$ cat config.mk
export PLATFORM = sky130hd
export DESIGN_NAME = id_issue
export DESIGN_NICKNAME = d
export VERILOG_FILES = /design/src/rtl/id_issue.sv
export SDC_FILE = /design/constraint.sdc
export NUM_CORES = 1
export LEC_CHECK = 0
export CORE_AREA = 2 2 121 123
export DETAILED_ROUTE_END_ITERATION = 8
export DIE_AREA = 0 0 123 125
export GPL_ROUTABILITY_DRIVEN = 0
export PLACE_DENSITY = 0.67
export SKIP_CTS_REPAIR_TIMING = 1
export SLEW_MARGIN = 15
export SYNTH_ARGS = -nofsm -noshare
export SYNTH_HDL_FRONTEND = slang
export SYNTH_SLANG_ARGS = --single-unit
$ cat constraint.sdc
create_clock -name clk -period 6 [get_ports clk]
set_input_delay 1.8 -clock clk [delete_from_list [all_inputs] [get_ports clk]]
set_output_delay 1.8 -clock clk [all_outputs]
set_load 0.01 [all_outputs]
$ cat src/rtl/id_issue.sv
// RV32I decode/issue stage: combinational decode of the IF/ID instruction into ID/EX inputs,
// one-cycle load-use stall, branch flush handling, saturating stall/illegal counters.
module id_issue #(
  parameter int WordSize = 32,
  parameter int CntWidth = 16
) (
  input  logic                clk,
  input  logic                rstn,
  input  logic                inst_valid,
  input  logic [31:0]         inst,
  input  logic [WordSize-1:0] pc_if,
  input  logic                flush,
  input  logic [WordSize-1:0] rs1d_rf,
  input  logic [WordSize-1:0] rs2d_rf,
  output logic                inst_ready,
  output logic                issue_valid,
  output logic [4:0]          rs1n,
  output logic [4:0]          rs2n,
  output logic [1:0]          a_sel,
  output logic [1:0]          b_sel,
  output logic [WordSize-1:0] imm,
  output logic [4:0]          rdn,
  output logic [WordSize-1:0] pc,
  output logic [WordSize-1:0] rs1d,
  output logic [WordSize-1:0] rs2d,
  output logic                is_load,
  output logic                illegal,
  output logic [CntWidth-1:0] stall_cnt,
  output logic [CntWidth-1:0] illegal_cnt,
  output logic                o_dbg_state
);

  // Handshake: inst is consumed on a rising clk edge where inst_valid && inst_ready; while
  // inst_ready=0 IF holds inst/pc_if stable. issue_valid has no ready: EX always takes it.

  localparam logic [6:0] OpLoad   = 7'b0000011;
  localparam logic [6:0] OpStore  = 7'b0100011;
  localparam logic [6:0] OpBranch = 7'b1100011;
  localparam logic [6:0] OpJalr   = 7'b1100111;
  localparam logic [6:0] OpJal    = 7'b1101111;
  localparam logic [6:0] OpOpImm  = 7'b0010011;
  localparam logic [6:0] OpOp     = 7'b0110011;
  localparam logic [6:0] OpLui    = 7'b0110111;
  localparam logic [6:0] OpAuipc  = 7'b0010111;

  localparam logic [1:0] ASelRs1  = 2'd0;
  localparam logic [1:0] ASelPc   = 2'd1;
  localparam logic [1:0] ASelZero = 2'd3;
  localparam logic [1:0] BSelRs2  = 2'd0;
  localparam logic [1:0] BSelImm  = 2'd1;
  localparam logic [1:0] BSelFour = 2'd2;
  localparam logic [1:0] BSelUImm = 2'd3;

  localparam logic [CntWidth-1:0] CntOne = 1;

  typedef enum logic {
    ST_ISSUE = 1'b0,
    ST_STALL = 1'b1
  } state_t;

  state_t              r_state;
  state_t              w_state_nxt;
  logic                r_prev_load;
  logic [4:0]          r_prev_rdn;
  logic [CntWidth-1:0] r_stall_cnt;
  logic [CntWidth-1:0] r_illegal_cnt;

  logic                w_prev_load_nxt;
  logic [4:0]          w_prev_rdn_nxt;
  logic                w_stall_inc;
  logic                w_illegal_inc;
  logic                w_issue;

  logic [WordSize-1:0] w_imm_i;
  logic [WordSize-1:0] w_imm_s;
  logic [WordSize-1:0] w_imm_b;
  logic [WordSize-1:0] w_imm_j;
  logic [WordSize-1:0] w_imm_u;

  logic                w_legal;
  logic [1:0]          w_dec_a;
  logic [1:0]          w_dec_b;
  logic [WordSize-1:0] w_dec_imm;
  logic [4:0]          w_dec_rdn;
  logic                w_dec_load;
  logic                w_use_rs1;
  logic                w_use_rs2;
  logic                w_hazard;

  assign w_imm_i = {{(WordSize-12){inst[31]}}, inst[31:20]};
  assign w_imm_s = {{(WordSize-12){inst[31]}}, inst[31:25], inst[11:7]};
  assign w_imm_b = {{(WordSize-13){inst[31]}}, inst[31], inst[7], inst[30:25], inst[11:8], 1'b0};
  assign w_imm_j = {{(WordSize-21){inst[31]}}, inst[31], inst[19:12], inst[20], inst[30:21], 1'b0};
  // U-type immediate is delivered unshifted; EX applies the <<12 via b_sel=3.
  assign w_imm_u = {{(WordSize-20){1'b0}}, inst[31:12]};

  assign rs1n = inst[19:15];
  assign rs2n = inst[24:20];
  assign pc   = pc_if;
  assign rs1d = rs1d_rf;
  assign rs2d = rs2d_rf;

  assign stall_cnt   = r_stall_cnt;
  assign illegal_cnt = r_illegal_cnt;
  assign o_dbg_state = (r_state == ST_STALL);

  always_comb begin
    w_legal    = 1'b1;
    w_dec_a    = ASelRs1;
    w_dec_b    = BSelRs2;
    w_dec_imm  = '0;
    w_dec_rdn  = inst[11:7];
    w_dec_load = 1'b0;
    w_use_rs1  = 1'b1;
    w_use_rs2  = 1'b0;
    case (inst[6:0])
      OpOp: begin
        w_use_rs2 = 1'b1;
      end
      OpOpImm, OpJalr: begin
        w_dec_b   = BSelImm;
        w_dec_imm = w_imm_i;
      end
      OpLoad: begin
        w_dec_b    = BSelImm;
        w_dec_imm  = w_imm_i;
        w_dec_load = 1'b1;
      end
      OpStore: begin
        w_dec_b   = BSelImm;
        w_dec_imm = w_imm_s;
        w_dec_rdn = 5'd0;
        w_use_rs2 = 1'b1;
      end
      OpBranch: begin
        w_dec_imm = w_imm_b;
        w_dec_rdn = 5'd0;
        w_use_rs2 = 1'b1;
      end
      OpJal: begin
        w_dec_a   = ASelPc;
        w_dec_b   = BSelFour;
        w_dec_imm = w_imm_j;
        w_use_rs1 = 1'b0;
      end
      OpLui: begin
        w_dec_a   = ASelZero;
        w_dec_b   = BSelUImm;
        w_dec_imm = w_imm_u;
        w_use_rs1 = 1'b0;
      end
      OpAuipc: begin
        w_dec_a   = ASelPc;
        w_dec_b   = BSelUImm;
        w_dec_imm = w_imm_u;
        w_use_rs1 = 1'b0;
      end
      default: begin
        w_legal   = 1'b0;
        w_dec_rdn = 5'd0;
        w_use_rs1 = 1'b0;
      end
    endcase
  end

  // Only legal instructions can stall; an unsupported opcode is reported, never held.
  assign w_hazard = w_legal && r_prev_load && (r_prev_rdn != 5'd0) &&
                    ((w_use_rs1 && (rs1n == r_prev_rdn)) ||
                     (w_use_rs2 && (rs2n == r_prev_rdn)));

  always_comb begin
    w_state_nxt     = r_state;
    w_prev_load_nxt = r_prev_load;
    w_prev_rdn_nxt  = r_prev_rdn;
    w_stall_inc     = 1'b0;
    w_illegal_inc   = 1'b0;
    w_issue         = 1'b0;
    inst_ready      = 1'b1;
    illegal         = 1'b0;
    issue_valid     = 1'b0;
    rdn             = 5'd0;
    a_sel           = ASelZero;
    b_sel           = BSelFour;
    imm             = '0;
    is_load         = 1'b0;

    if (rstn) begin
      case (r_state)
        ST_ISSUE: begin
          if (flush || !inst_valid) begin
            w_prev_load_nxt = 1'b0;
            w_prev_rdn_nxt  = 5'd0;
          end else if (w_hazard) begin
            inst_ready      = 1'b0;
            w_stall_inc     = 1'b1;
            w_prev_load_nxt = 1'b0;
            w_state_nxt     = ST_STALL;
          end else if (!w_legal) begin
            illegal         = 1'b1;
            w_illegal_inc   = 1'b1;
            w_prev_load_nxt = 1'b0;
          end else begin
            w_issue = 1'b1;
          end
        end
        ST_STALL: begin
          // prev_load was cleared on entry, so the held instruction no longer conflicts.
          w_state_nxt = ST_ISSUE;
          if (flush) begin
            w_prev_load_nxt = 1'b0;
            w_prev_rdn_nxt  = 5'd0;
          end else begin
            w_issue = 1'b1;
          end
        end
        default: begin
          w_state_nxt = ST_ISSUE;
        end
      endcase
    end

    if (w_issue) begin
      issue_valid     = 1'b1;
      rdn             = w_dec_rdn;
      a_sel           = w_dec_a;
      b_sel           = w_dec_b;
      imm             = w_dec_imm;
      is_load         = w_dec_load;
      w_prev_load_nxt = w_dec_load;
      w_prev_rdn_nxt  = w_dec_rdn;
    end
  end

  always_ff @(posedge clk or negedge rstn) begin
    if (!rstn) begin
      r_state       <= ST_ISSUE;
      r_prev_load   <= 1'b0;
      r_prev_rdn    <= 5'd0;
      r_stall_cnt   <= '0;
      r_illegal_cnt <= '0;
    end else begin
      r_state     <= w_state_nxt;
      r_prev_load <= w_prev_load_nxt;
      r_prev_rdn  <= w_prev_rdn_nxt;
      if (w_stall_inc && (r_stall_cnt != '1)) begin
        r_stall_cnt <= r_stall_cnt + CntOne;
      end
      if (w_illegal_inc && (r_illegal_cnt != '1)) begin
        r_illegal_cnt <= r_illegal_cnt + CntOne;
      end
    end
  end

endmodule
======== Yosys cells after proc, flatten, opt, wreduce, memory -nomap -nowiden ========
Index checks and enable logic that the tools add are counted.
storage, ports and cells
  bits in registers ....................... 39
  input bits .............................. 132
operators by class
  $add $sub $neg .......................... 2
  eq/ne operators ......................... 16
  mux-type cells .......................... 46
  bitwise operators ....................... 1
  reductions and logical operators ........ 22
operator list
  cell                     count
  $pmux W32 S5             1
  $add A16 B1 Y16 const B  2
  $mux W32                 1
  $ne A16 B16 Y1 const B   2
  $mux W1                  30
  $mux W5                  6
  $eq A7 B6 Y1 const B     3
  $eq A7 B7 Y1 const B     3
  $eq A7 B5 Y1 const B     2
  $eq A5 B5 Y1             2
  $pmux W5 S2              1
  $reduce_or A9 Y1         1
  $eq A7 B2 Y1 const B     1
  $logic_and A1 B1 Y1      7
  $reduce_or A7 Y1         1
  $pmux W1 S2              3
  $pmux W2 S3              1
  $reduce_and A3 Y1        2
  $reduce_or A3 Y1         2
  $reduce_or A6 Y1         1
  $ne A5 B5 Y1 const B     1
  $reduce_bool A5 Y1       1
  $mux W2                  2
  $pmux W2 S2              1
  8 further kinds          10

======== Logic depth before layout (Yosys ltp) ========
Gate-level depths: netlist (run 1).
  depth in word-level cells ............... 12
  depth in mapped cells ................... 10
  gate-level depth less buffers ........... 7

======== Worst setup path before layout (run 1) ========
OpenSTA, ideal clock, no wires.
  path kind ............................... input-to-output
  start point ............................. in inst[4]
  end point ............................... out imm[21]
  data arrival time ....................... 3.584 ns
  required time ........................... 4.200 ns
  slack ................................... 0.616 ns
  stages on the path ...................... 9
  path buffers ............................ 3
  cell sequence ........................... buf_2 -> nor3b_2 -> a2111oi_2 -> a21boi_2 -> a21oi_4 -> inv_2 -> buf_6 -> and3_1 -> buf_4
on the way
  cells in the longest elaborated chain, start to end .. 11
RTL lines
  element                                                          RTL line       RTL
  start: declaration                                               10             input logic [31:0] inst,
  $eq A7 B7 Y1, or another cell as far along                       116            case (inst[6:0])
  $reduce_or A9 Y1 (no source line), or another cell as far along  --
  $mux W1                                                          116
  $logic_and A1 B1 Y1, on equally long branches                    167, 168, 169
  $logic_and A1 B1 Y1 or $logic_or A1 B1 Y1 (tied branches)        167, 168
  $logic_and A1 B1 Y1                                              167            assign w_hazard = w_legal && r_prev_load && (r_prev_rdn != 5'd0) &&
  $mux W1                                                          193            end else if (w_hazard) begin
  $mux W1                                                          190            if (flush || !inst_valid) begin
  $pmux W1 S2                                                      188            case (r_state)
  $mux W1                                                          187            if (rstn) begin
  $mux W32 *                                                       222            if (w_issue) begin
  end: declaration                                                 21             output logic [WordSize-1:0] imm,
Mark *: on every way between the ends. The rest lies on a longest branch, timed or not.

======== Final worst setup path (run 1) ========
  start point ............................. in inst[22]
  end point ............................... out rdn[4]
on the way
  cells in the longest elaborated chain, start to end .. 9
RTL lines
  element              RTL line  RTL
  $eq A5 B5 Y1         169       (w_use_rs2 && (rs2n == r_prev_rdn)));
  $logic_and A1 B1 Y1  169
  $logic_or A1 B1 Y1   168       ((w_use_rs1 && (rs1n == r_prev_rdn)) ||
  $logic_and A1 B1 Y1  167
  $mux W1              193
  $mux W1              190
  $pmux W1 S2          188
  $mux W1              187
  $mux W5              222
  end: declaration     22        output logic [4:0] rdn,
No other way between the ends.

==> results of run 1 <==
## worst paths after layout
kind                                   end  slack, ns  cells past startpoint
max                                 rdn[4]       0.04                     10
min reg2reg                illegal_cnt[15]       0.50                      1
min                        illegal_cnt[15]       0.50                      1
max reg2reg                illegal_cnt[15]       3.64                      8
min in group asynchronous     stall_cnt[5]       1.40                      1
max in group asynchronous    r_prev_rdn[2]       3.87                      2
## metal layers
metal | track usage [%] | vias to the layer above | part of all wire [%]
li1 | - | 1360 | -
met1 | 18.5 | 1438 | 41
met2 | 23.9 | 163 | 48
met3 | 5.25 | 22 | 8.9
met4 | 3.74 | 0 | 1.7
met5 | 0 | - | 0
## cell families after synthesis
| kind of cell | synth area share [%] |
|---|---|
| multiplexers | 0.642 |
| AND/OR/NAND/NOR | 20.9 |
| flip-flops | 27.8 |
| AO/OA/AOI/OAI | 11.4 |
| XOR/XNOR | 9.99 |
| buffers and inverters | 28.5 |
| adder cells (fa/ha/maj) | 0.714 |
## Yosys cell counts, drive strengths merged, types with 3 or more instances
cell type  instances  area share (%)
buf              128              27
dfrtp             39              28
nor2              32             3.5
nand2             22             2.4
xnor2             20             5.0
xor2              20             5.0
a21oi             14             2.3
a22oi             14             3.0
and3              11             2.0
nand3             11             1.6
inv               10             1.1
nand4             10             2.1
nor3              10             2.3
a32o               5             1.4
a222oi             4             1.1
clkbuf             4            0.43
nor3b              4             1.1
nor4               4            0.71
o21ai              4            0.57
or3                4            0.71
and2               3            0.57
and4               3            0.75
nand2b             3            0.54
nor2b              3            0.54
or2                3            0.54
## worst reg2reg max path, cell delays in order (launching register included)
cell                      delay, ns
sky130_fd_sc_hd__dfrtp_1       0.41
sky130_fd_sc_hd__nor3b_1       0.28
sky130_fd_sc_hd__buf_4         0.18
sky130_fd_sc_hd__and2_2        0.20
sky130_fd_sc_hd__buf_4         0.15
sky130_fd_sc_hd__nor3b_2       0.33
sky130_fd_sc_hd__and3_1        0.37
sky130_fd_sc_hd__and4_1        0.24
sky130_fd_sc_hd__xor2_1        0.15
## state kept, by name (all words and copies together), names as in the netlist
| name | count |
|---|---|
| illegal_cnt | 16 |
| r_prev_rdn | 5 |
| stall_cnt | 16 |
| o_dbg_state | 1 |
| r_prev_load | 1 |
## through the flow
stage | cells | instance area [µm²] | hold slack [ns] | TNS (ns)
floorplan | 407 | 3510 | 0.514 | 0
CTS | 630 | 4490 | 0.501 | -3.16
global route | 632 | 4570 | 0.534 | -0.913
global placement | 622 | 4310 | 0.480 | -2.41
detailed placement | 622 | 4310 | 0.487 | -2.94
finish | 632 | 4570 | 0.499 | 0
## final cells by class
class                   count  area share (%)
clock buffers               5            2.74
clock inverters             3            1.01
inverters                  10           0.821
multi-input cells         226            34.3
flip-flops and latches     39            21.3
well taps                 184            5.04
repair buffers            165            34.7
## power by group through the flow
stage | sequential [W] | clock [W] | combinational (W)
finish | 0.000299 | 0.000316 | 0.000160
global route | 0.000302 | 0.000338 | 0.000172
CTS | 0.000300 | 0.000323 | 0.000161
detailed placement | 0.000305 | 0 | 0.000160
global placement | 0.000303 | 0 | 0.000157
floorplan | 0.000309 | 0 | 0.000117
==> results.md, run 1 <==
| Item | Reported |
|:---|:---|
| Result of the run | complete, no violations |
| Most frequent CP cell | sky130_fd_sc_hd__clkdlybuf4s50_1 |
| Clock sinks | 39 |
| Synth Warn # | 0 |
| Net count, final | 581 |
| Critical path data arrival time | 4.16 ns |
| Tot GR Track Use | 14.7% |
| Type of the worst setup path | in -> out |
| Die outline height | 125 µm |
| Count of buffer and inverter cells on the critical path | 4 |
| Footprint of the multi-input gates | 1570 µm² |
| Top achievable clock speed | 168 MHz |
| Port Buffers | 123 |
| Power share of the combinational group | 20.7% |
| Fin crit period | 5.96 ns |
| Share of the clock period used by the worst path | 99.4% |
| Pin count of the biggest net entering global routing | 32 |
| Hpwl dp | 9460 µm |
| Max Fanout on Critical Path | 9 |
| Internal Dissipation | 0.000568 W |
| Area of the die | 15400 µm² |
| Critical Path End Type | output port |
| Total area of sequential cells | 976 µm² |
| Max stage delay on crit path | 0.63 ns |
| WL/cell | 18.5 µm |
| Unrepaired setup endpoints after global routing | true |
| Total gr overflow | 0 |
| Peak supply drop | 114 µV |
| Final slew viol count | 0 |
| Nets in the synthesized netlist | 541 |
| Clock Tree Root | sky130_fd_sc_hd__clkbuf_16 |
| Hold Fails Final Rpt | 0 |
| Layout overhead on the synthesized area | 30.4% |
| Clock tree from TritonCTS | built |
| Number of vias in the routed layout | 2983 |
| Switching power summed over all nets | 0.000208 W |
| Clock insertion delay at the later pin of the skew report | 0.28 ns |
| Final worst-path setup slack | 0.0359 ns |
| Gate count after technology mapping | 407 |
| Global-route wire length before repair | 17400 µm |
| Post-route core utilization | 32.2% |
| Fraction of final layout cells with drive strength greater than 1 | 17.0% |
| I/O Pins | 316 |
| CP max stage cell | sky130_fd_sc_hd__clkdlybuf4s50_1 |
| Reported max-cap violation count | 0 |
| Total Power Consumption | 0.000776 W |
| Fill count | 1496 |
| Detailed Routing Iterations Pass 1 | 4 |
| Clk network pwr share | 40.7% |
| Total clock buffers created by CTS | 5 |
| Slew at the pin with the worst max-slew slack | 0.489 ns |
| Via count normalized by instance count | 4.72 |
| Synth Flop Type | sky130_fd_sc_hd__dfrtp_1 |
| Worst slew margin relative to its limit | 67.3% |
| Die boundary width | 123 µm |
| DRC viols | 0 |
| Setup Skew | 0.00429 ns |
| Reg power frac | 38.6% |
| Final count of negative-setup-slack endpoints | 0 |
| Clock-pin transition on the worst setup and hold timing paths | 0.06 ns |
| Leading cell type in the layout, fill and taps excluded | sky130_fd_sc_hd__clkdlybuf4s50_1 |
| Required @ worst endpoint | 4.20 ns |
| Register area share after synthesis | 27.8% |
| Origin of the worst setup path | inst[22] |
| Most frequent cells in the layout | 109 x sky130_fd_sc_hd__clkdlybuf4s50_1, 41 x sky130_fd_sc_hd__buf_4, 39 x sky130_fd_sc_hd__dfrtp_1 |
| Top delay family on crit path | buffers and inverters |
| Number of global-route vias before repair | 2999 |
| Hold path start | illegal_cnt[15] |
| Starting DRC count in detailed routing | 130 |
| Initial antenna violation count | 0 |
| Placement Setup Slack | -0.219 ns |
| Leakage power total | 2.03 nW |
| Startpoint of the lowest-slack register-to-register path | o_dbg_state |
| EDFF count, synth | 0 |
| Starting density of the core | 24.7% |
| Area of the mapped netlist | 3510 µm² |
| Total core area | 14200 µm² |
| Maximum level of the CTS H-tree | 2 |
| Number of distinct standard cells referenced by the synthesized netlist | 57 |
| Count of antenna-violating nets left after detailed routing | 0 |
| Share of synthesized registers carrying an async set or reset | 100% |
| Power density normalized to cell area | 170 nW/µm² |
| Number of synthesized register bits | 39 |
| Mean instance size in the synthesized netlist | 8.61 µm² |
| Critical path, cell by cell | clkdlybuf4s50_1, xnor2_1, nand4_1, o22ai_2, a21boi_4, a21oi_4, inv_2, buf_12, and3_1, clkdlybuf4s50_1 |
| Antenna diodes | 0 |
| Routed wire length | 11700 µm |
| CP startpoint kind | input pin |
| Total number of placement rows | 44 |
| Net switching share of the total power | 26.8% |
| Worst hold path class | reg -> reg |
| Maximum root-to-sink buffer count | 2 |
Note: power is estimated with default switching activity, not from simulation.
==> run 2: changes to the inputs <==
==> config.mk (replaced) <==
export PLATFORM = sky130hd
export DESIGN_NAME = id_issue
export DESIGN_NICKNAME = d
export VERILOG_FILES = /design/src/rtl/id_issue.sv
export SDC_FILE = /design/constraint.sdc
export NUM_CORES = 1
export LEC_CHECK = 0
export ABC_AREA = 1
export CORE_AREA = 2 2 124 126
export DETAILED_ROUTE_END_ITERATION = 8
export DIE_AREA = 0 0 126 128
export GPL_ROUTABILITY_DRIVEN = 0
export PLACE_DENSITY = 0.67
export SKIP_CTS_REPAIR_TIMING = 1
export SLEW_MARGIN = 30
export SYNTH_ARGS = -nofsm -noshare
export SYNTH_HDL_FRONTEND = slang
export SYNTH_SLANG_ARGS = --single-unit
export TNS_END_PERCENT = 1
==> results.md, run 2 <==
| Item | Reported |
|:---|:---|
| Worst slew margin relative to its limit | 58.3% |
| Synth Warn # | 0 |
| CP max stage cell | sky130_fd_sc_hd__clkdlybuf4s50_1 |
| Total clock buffers created by CTS | 5 |
| Clock insertion delay at the later pin of the skew report | 0.28 ns |
| Non-Filler Cell Area, Final | 4940 µm² |
| I/O Pins | 316 |
| Critical path data arrival time | 4.09 ns |
| Net count, final | 735 |
| Port Buffers | 123 |
| EDFF count, synth | 0 |
| Required @ worst endpoint | 4.20 ns |
| Share of the clock period used by the worst path | 98.1% |
| Yosys top cell area share | 25.0% |
| Startpoint of the lowest-slack register-to-register path | stall_cnt[1] |
| Placement Setup Slack | 0.00624 ns |
| Final worst-path setup slack | 0.111 ns |
| Cell type with the largest total area after synthesis | sky130_fd_sc_hd__dfrtp_1 |
| Hold path start | r_prev_load |
| Hold Fails Final Rpt | 0 |
| Die boundary width | 126 µm |
| Power density normalized to cell area | 158 nW/µm² |
| Type of the worst setup path | in -> out |
| Reg power frac | 38.9% |
| Final slew viol count | 0 |
| Mean instance size in the synthesized netlist | 6.95 µm² |
| Total gr overflow | 0 |
| Dominant cell by count in the synthesized netlist | sky130_fd_sc_hd__nand2_1 |
| Clock tree from TritonCTS | built |
| Clock sinks | 39 |
| CP startpoint kind | input pin |
| Reported max-cap violation count | 0 |
| Leading cell type in the layout, fill and taps excluded | sky130_fd_sc_hd__nand2_1 |
| Maximum root-to-sink buffer count | 2 |
| Starting density of the core | 26.3% |
| Number of global-route vias before repair | 3484 |
| Share of synthesized registers carrying an async set or reset | 100% |
| Detailed Routing Iterations Pass 1 | 4 |
| Critical Path End Type | output port |
| Switching power summed over all nets | 0.000211 W |
| Clock-pin transition on the worst setup and hold timing paths | 0.06 ns |
| Routed wire length | 11100 µm |
| Synth Flop Type | sky130_fd_sc_hd__dfrtp_1 |
| Slew at the pin with the worst max-slew slack | 0.621 ns |
| Critical path, cell by cell | clkdlybuf4s50_1, inv_1, nor2_4, nand2_1, nand2_2, inv_2, buf_4, nand3_1, nand2_1, nor2_4, buf_4, clkdlybuf4s50_1 |
| Number of cells after detailed placement | 781 |
| Total Power Consumption | 0.000782 W |
| Area contributors post-synth | sky130_fd_sc_hd__dfrtp_1 25%, sky130_fd_sc_hd__buf_4 22%, sky130_fd_sc_hd__nand2_1 12%, sky130_fd_sc_hd__inv_1 6.3%, sky130_fd_sc_hd__nand3_1 4.4% |
| Worst Hold Depth | 2 |
| Met2 Usage GRT | 23.1% |
| Fraction of met1 tracks used by global routing | 15.4% |
| Area of the mapped netlist | 3900 µm² |
| Power share of the combinational group | 20.2% |
| Count of antenna-violating nets left after detailed routing | 0 |
| Busiest grt layer | met2 |
| Peak supply drop | 133 µV |
| Initial antenna violation count | 0 |
| Die outline height | 128 µm |
| Pin count of the biggest net entering global routing | 45 |
| Most frequent cells in the layout | 119 x sky130_fd_sc_hd__nand2_1, 102 x sky130_fd_sc_hd__clkdlybuf4s50_1, 65 x sky130_fd_sc_hd__inv_1 |
| Register area share after synthesis | 25.0% |
| Max Fanout on Critical Path | 6 |
| Area post-placement | 4690 µm² |
| Nets in the synthesized netlist | 696 |
| DRC viols | 0 |
| Setup Skew | 0.00960 ns |
| Tot GR Track Use | 13.1% |
| Area of the die | 16100 µm² |
| Number of distinct standard cells referenced by the synthesized netlist | 32 |
| Global-route wire length before repair | 17400 µm |
| Global routing met3 resource utilization | 3.05% |
| Max stage delay on crit path | 0.54 ns |
| Fraction of final layout cells with drive strength greater than 1 | 13.5% |
| Fin crit period | 5.89 ns |
| Internal Dissipation | 0.000571 W |
| Clk network pwr share | 40.9% |
| Leakage power total | 2.54 nW |
| Via count normalized by instance count | 4.53 |
| Starting DRC count in detailed routing | 151 |
| Maximum level of the CTS H-tree | 2 |
| Reg2Reg Depth | 10 |
| Final count of negative-setup-slack endpoints | 0 |
| Antenna diodes | 0 |
| Unrepaired setup endpoints after global routing | true |
| Total core area | 14900 µm² |
| Worst hold path class | reg -> reg |
| Number of synthesized register bits | 39 |
| Clock Tree Root | sky130_fd_sc_hd__clkbuf_16 |
| WL/cell | 14.1 µm |
| Net switching share of the total power | 27.0% |
| Ranking of synthesized cells by instance count | 120 x sky130_fd_sc_hd__nand2_1, 117 x sky130_fd_sc_hd__buf_4, 66 x sky130_fd_sc_hd__inv_1, 42 x sky130_fd_sc_hd__nor2_1, 39 x sky130_fd_sc_hd__dfrtp_1 |
| Result of the run | complete, no violations |
| Number of vias in the routed layout | 3581 |
| Top achievable clock speed | 170 MHz |
| Gate count after technology mapping | 562 |
| Final Non-Filler Cells | 790 |
| Hpwl dp | 8850 µm |
| Origin of the worst setup path | inst[6] |
| Total number of placement rows | 45 |
| Layout overhead on the synthesized area | 26.6% |
==> run 2: critical path, delay by kind of cell <==
kind | cells | cell delay [ns]
AND/OR/NAND/NOR | 6 | 0.82
buffers and inverters | 6 | 1.46
==> run 2: power by group through the flow <==
stage                     Clock (W)  Combinational (W)  Sequential (W)
after floorplan                   0           0.000125        0.000310
after global placement            0           0.000157        0.000308
after detailed placement          0           0.000159        0.000308
after CTS                  0.000332           0.000160        0.000304
after global routing       0.000341           0.000174        0.000306
final                      0.000320           0.000158        0.000304
==> run 2: per-layer routing <==
layer / wire length (µm) / share of wire (%)
met1: 4770 / 43
met2: 5270 / 47
met4: 313 / 2.8
met3: 783 / 7.0
met5: 0 / 0
==> run 2: cell families (layout without fill, tap and decap cells) <==
group,Yosys count,in the layout,synth area share [%]
buffers and inverters,192,232,30.3
AO/OA/AOI/OAI,37,37,6.67
AND/OR/NAND/NOR,273,273,33.1
XOR/XNOR,19,19,4.26
adder cells (fa/ha/maj),2,2,0.641
flip-flops,39,39,25.0
==> run 2: cell type report <==
type                    count  area (µm²)
repair buffers            155        1530
multi-input cells         331        1760
clock buffers               6         139
inverters                  69         259
clock inverters             2        38.8
fillers                  1596        9920
flip-flops and latches     39         976
well taps                 188         235
==> run 2: through the flow <==
step	util, %	hold WS, ns	setup TNS [ns]
2_1_floorplan	-	0.444	0
3_3_place_gp	31.5	0.467	0
3_5_place_dp	31.5	0.473	0
4_1_cts	32.7	0.492	0
5_1_grt	33.2	0.518	-0.534
6_report	33.2	0.490	0
==> run 2: worst paths after layout <==
path,endpoint,slack (ns)
setup / recovery,imm[30],0.11
hold / removal,r_prev_load,0.49
setup reg to reg,stall_cnt[4],3.83
hold reg to reg,r_prev_load,0.49
max in group asynchronous,stall_cnt[0],3.77
min in group asynchronous,r_prev_load,1.39
